### src/rtl/vector_alu_seq_pkg.sv
// Shared types and constants for the vector ALU issue/writeback sequencer.
package vector_alu_seq_pkg;

   typedef enum logic [1:0] {
      ST_IDLE,
      ST_EXEC,
      ST_WAIT,
      ST_DONE
   } seq_state_t;

   typedef enum logic [1:0] {
      WW_8  = 2'b00,
      WW_16 = 2'b01,
      WW_32 = 2'b10,
      WW_64 = 2'b11
   } ww_t;

   localparam logic [3:0] FN_VMULEU = 4'b0111;
   localparam logic [3:0] FN_VMULOU = 4'b1000;

   // Must hold MUL_LAT-1 without wrapping.
   function automatic int seq_cnt_width(input int mul_lat);
      return $clog2(mul_lat) + 1;
   endfunction

   // 64-bit element multiplies are single-cycle in this ALU.
   function automatic logic is_multiply(input logic [3:0] op, input logic [1:0] ww);
      return ((op == FN_VMULEU) || (op == FN_VMULOU)) && (ww != WW_64);
   endfunction

endpackage

### src/rtl/vector_alu_seq_hazard.sv
// Compares incoming source registers against the in-flight destination.
module vector_alu_seq_hazard
   import vector_alu_seq_pkg::*;
(
   input  logic [0:4] src_a,
   input  logic [0:4] src_b,
   input  logic [0:4] dest,
   output logic       match_a,
   output logic       match_b
);

   assign match_a = (src_a == dest);
   assign match_b = (src_b == dest);

endmodule

### src/rtl/vector_alu_sequencer.sv
// Issue/writeback scheduler for the 64-bit vector ALU.
// Define ALU_SEQ_FWD_EN to forward the held ALU result instead of stalling on a RAW hazard.
module vector_alu_sequencer
   import vector_alu_seq_pkg::*;
#(
   parameter int MUL_LAT = 3
)
(
   input  logic       clk,
   input  logic       reset,
   input  logic       ID_valid,
   output logic       ID_ready,
   input  logic [0:5] ID_function_bit,
   input  logic [0:4] ID_PPPWW,
   input  logic [0:4] ID_rD,
   input  logic [0:4] ID_rA,
   input  logic [0:4] ID_rB,
   output logic       ALU_enable,
   output logic [0:5] SEQ_function_bit,
   output logic [0:4] SEQ_PPPWW,
   output logic [0:4] SEQ_rD,
   output logic       WB_valid,
   input  logic       WB_ready,
   output logic [0:4] WB_rD,
   output logic       FWD_A,
   output logic       FWD_B
);

   localparam int               CNT_W    = seq_cnt_width(MUL_LAT);
   localparam logic [CNT_W-1:0] CNT_LOAD = CNT_W'(MUL_LAT - 1);
   localparam logic [CNT_W-1:0] CNT_LAST = CNT_W'(1);

   seq_state_t       state;
   seq_state_t       state_next;
   logic [CNT_W-1:0] cnt;
   logic             match_a;
   logic             match_b;
   logic             hazard;
   logic             stall;
   logic             accept;
   logic             exec_mul;

   vector_alu_seq_hazard u_hazard (
      .src_a   (ID_rA),
      .src_b   (ID_rB),
      .dest    (SEQ_rD),
      .match_a (match_a),
      .match_b (match_b)
   );

   assign hazard   = (state == ST_DONE) && (match_a || match_b);
   assign ID_ready = (state == ST_IDLE) || ((state == ST_DONE) && WB_ready && !stall);
   assign accept   = ID_valid && ID_ready;
   assign exec_mul = is_multiply(SEQ_function_bit[2:5], SEQ_PPPWW[3:4]) && (MUL_LAT > 1);

   always_comb begin
      state_next = state;
      case (state)
         ST_IDLE: if (accept) state_next = ST_EXEC;
         ST_EXEC: state_next = exec_mul ? ST_WAIT : ST_DONE;
         ST_WAIT: if (cnt == CNT_LAST) state_next = ST_DONE;
         ST_DONE: if (WB_ready) state_next = accept ? ST_EXEC : ST_IDLE;
         default: state_next = ST_IDLE;
      endcase
   end

   always_ff @(posedge clk) begin
      if (reset) begin
         state            <= ST_IDLE;
         cnt              <= '0;
         SEQ_function_bit <= '0;
         SEQ_PPPWW        <= '0;
         SEQ_rD           <= '0;
      end else begin
         state <= state_next;
         if (accept) begin
            SEQ_function_bit <= ID_function_bit;
            SEQ_PPPWW        <= ID_PPPWW;
            SEQ_rD           <= ID_rD;
         end
         if ((state == ST_EXEC) && exec_mul) begin
            cnt <= CNT_LOAD;
         end else if (state == ST_WAIT) begin
            cnt <= cnt - CNT_LAST;
         end
      end
   end

`ifdef ALU_SEQ_FWD_EN
   logic fwd_a_q;
   logic fwd_b_q;

   // Selects live for the single EXEC cycle that follows an accept out of DONE.
   always_ff @(posedge clk) begin
      if (reset || !accept) begin
         fwd_a_q <= 1'b0;
         fwd_b_q <= 1'b0;
      end else begin
         fwd_a_q <= hazard && match_a;
         fwd_b_q <= hazard && match_b;
      end
   end

   assign stall = 1'b0;
   assign FWD_A = fwd_a_q;
   assign FWD_B = fwd_b_q;
`else
   assign stall = hazard;
   assign FWD_A = 1'b0;
   assign FWD_B = 1'b0;
`endif

   assign ALU_enable = (state == ST_EXEC);
   assign WB_valid   = (state == ST_DONE);
   assign WB_rD      = WB_valid ? SEQ_rD : '0;

endmodule

### config.mk
export PLATFORM = sky130hd
export DESIGN_NAME = vector_alu_sequencer
export DESIGN_NICKNAME = d
export VERILOG_FILES = /design/src/rtl/vector_alu_seq_pkg.sv /design/src/rtl/vector_alu_seq_hazard.sv /design/src/rtl/vector_alu_sequencer.sv
export SDC_FILE = /design/constraint.sdc
export NUM_CORES = 1
export LEC_CHECK = 0
export CAP_MARGIN = 10
export CORE_ASPECT_RATIO = 1.5
export CORE_MARGIN = 1
export CORE_UTILIZATION = 41
export DETAILED_ROUTE_END_ITERATION = 10
export HOLD_SLACK_MARGIN = 0.03
export MAX_ROUTING_LAYER = met4
export PLACE_DENSITY = 0.85
export SLEW_MARGIN = 20
export SYNTH_ARGS = -nofsm -noshare
export SYNTH_HDL_FRONTEND = slang
export SYNTH_SLANG_ARGS = --single-unit
### constraint.sdc
create_clock -name clk -period 1.9 [get_ports clk]
set_input_delay 0.38 -clock clk [delete_from_list [all_inputs] [get_ports clk]]
set_output_delay 0.38 -clock clk [all_outputs]
set_load 0.03 [all_outputs]
==> flow_summary.toml <==
[status]
status = "completed"

[setup_path]
arrival_ps = 1450
cp-start-kind = "input port"
reg2reg_depth = 8
end_kind = "primary output"
crit_type = "input port to primary output"
path_max_fanout = 2
timing.rr.start = "state[0]$_SDFFE_PP0P_"
rr_endpoint = "SEQ_rD[2]$_SDFFE_PP0P_"
worstPathRequired_ps = 1520
rrSetupSlack_ps = 190

[sta]
tns_ps = 0
rsz0062_at_grt = "false"
max_freq_mhz = 545
fin_crit_ps = 1830
setup_ws_ps = 66.6
fin_worst_skew_ps = 3.37
period_share = 0.965
finalHoldViolations = 0
setup_violations = 0
finalMaxSlewViolations = 0

[yosys]
synth_cells = 138
synth_edf_count = 0
ys_seq_area_frac = 0.333
synthTopCellsByArea = "dfxtp_1 33%, nand2b_1 16%, mux2i_1 13%"
synthFlopType = "dfxtp_1"
synth_commonest_cells = "32 x nand2b_1, 21 x dfxtp_1, 16 x mux2i_1, 8 x nor2_1, 8 x xnor2_1"
synth-seq-cells = 21
synth_top_area_cell = "dfxtp_1"
ys_async_sr_fraction = 0
yosysTopAreaCellShare = 0.333
synth_warnings = 0
ys_types = 28
yosys.cell_count.top_type = "nand2b_1"
synth_area_um2 = 1260
syn_avg_cell_area_um2 = 9.16

[final_layout]
nets = 234
diodes = 0
syn_to_final_growth_pct = 53.8
ff_latch_area_um2 = 427
multi_input_area_um2 = 807
drive_gt1_frac = 0.143
finish.utilization = 0.667
fillCellCount = 243
fin_area_um2 = 1940

[detailed_routing]
drc_errors = 0
wl_per_cell_um = 13.8
via_count = 1129
drt_pass1_iterations = 4
vias_per_cell = 4.80
drtIter0Drc = 32
routed_wl_mm = 3.24
ant_nets = 0

[cts]
cts_made_buffers = 3
hold_buffers = 0
clock_path_buffers = 2
path_clk_slew_ps = 70
clockRootBuffer = "clkbuf_8"
clock_latency_ps = 250
cts_tree = "done"
cts-htree-levels = 1
clock_sinks = 21

[floorplanning]
initial_core_util = 0.434
core_um2 = 2910
die_h_um = 70.0
die_x_um = 47.3
placementRows = 24
ioPinCount = 56
die_area_um2 = 3310

[place]
place_ws_ps = -161
dp_hpwl_mm = 2.46
port_buffers = 53
gp_congestion = 0.799
placed_cell_area_um2 = 1840

[min_path]
worstHoldStart = "SEQ_function_bit[1]$_SDFFE_PP0P_"
min_path_type = "flip-flop to flip-flop"
holdPathEnd = "SEQ_function_bit[1]$_SDFFE_PP0P_"
holdPathStages = 2

[grt]
grt_use_total = 0.209
grt_max_degree = 37
grt_pass1_wl_mm = 5.02
grt_pass1_vias = 1220
antenna_found_initial = 0
gr-total-overflow = 0

[pwr]
vdd_ir_drop_max_uv = 675
p_leak_nw = 0.822
powerDensity_nw_per_um2 = 1140

[run]
cap_violations = 0
## report_power, final
group	total [W]	switching (W)	internal (W)
registers	0.000684	0.000118	0.000566
logic	0.00125	0.000654	0.000596
clock network	0.000285	0.000136	0.000149
total	0.00222	0.000908	0.00131
## flip-flops by register name (all words and copies together) (netlist names)
name,count
SEQ_rD,5
SEQ_PPPWW,5
cnt,3
state,2
SEQ_function_bit,6
## per-layer routing
layer / track usage / wire length [um] / vias to the layer above
met5: - / 0 / -
met2: 0.390 / 1940 / 26
met4: 0.0762 / 59 / 0
li1: - / - / 564
met3: 0.0258 / 81 / 6
met1: 0.200 / 1160 / 533
## final cells by class
cell class,instances,area share
clock buffers,4,0.0232
inverters,7,0.0135
multi-input cells,105,0.415
flip-flops and latches,21,0.220
well taps,39,0.0251
repair buffers,59,0.303
## worst max path at each step
stage | end | from
after floorplan | SEQ_PPPWW[1]$_SDFFE_PP0P_ | SEQ_rD[1]$_SDFFE_PP0P_
after global placement | ID_ready | ID_rA[1]
after detailed placement | ID_ready | ID_rA[1]
after CTS | ID_ready | ID_rA[3]
after global routing | ID_ready | SEQ_rD[3]$_SDFFE_PP0P_
final | ID_ready | ID_rA[4]
## worst max-delay path, cell delays in order
cell and delay, ps:
clkdlybuf4s50_1 430, xnor2_1 130, a41o_1 260, nor2_2 120
buf_6 140
## per-stage QoR
step,power (W),cells,hold WS (ps)
3_3_place_gp,0.00179,229,459
4_1_cts,0.00221,234,486
3_5_place_dp,0.00184,229,473
6_report,0.00222,235,482
5_1_grt,0.00235,235,510
2_1_floorplan,0.00144,139,471
## placed cells by master, fill, tap and decap left out, types with 2 or more instances in the layout
cell type and count:
dlygate4sd2_1 2, a21oi_1 3, or2b_1 2, clkdlybuf4s50_1 39, dlymetal6s2s_1 6, dfxtp_2 2, and2_1 4, inv_2 2
clkbuf_8 3, xor2_1 4, buf_4 10, dfxtp_1 18, ha_1 5, nor2_1 7, nand2b_1 32, nand2_1 4
conb_1 2, inv_1 5, nor3_2 2, a22oi_1 2, mux2i_1 16, xnor2_1 8
## cells by family (layout without fill, tap and decap cells)
kind of cell,Yosys count,in the layout,synth area share
and+or+nand+nor,58,58,0.276
DFF,21,21,0.333
muxes,16,16,0.127
buffers and inverters,13,70,0.0535
xor gates and xnor gates,12,12,0.0832
AOI/OAI and AO/OA,10,10,0.0554
adders and majority gates,7,7,0.0693
other,1,2,0.00297
## repair_timing
action / CTS / global route
hold endpoints to repair: 0 / 0
cloned: 0 / 0
resized for setup: 9 / 10
setup endpoints to repair: 3 / 2
pin swaps: 2 / 8
setup buffers: 1 / 1
(Power assumes the default switching activity.)
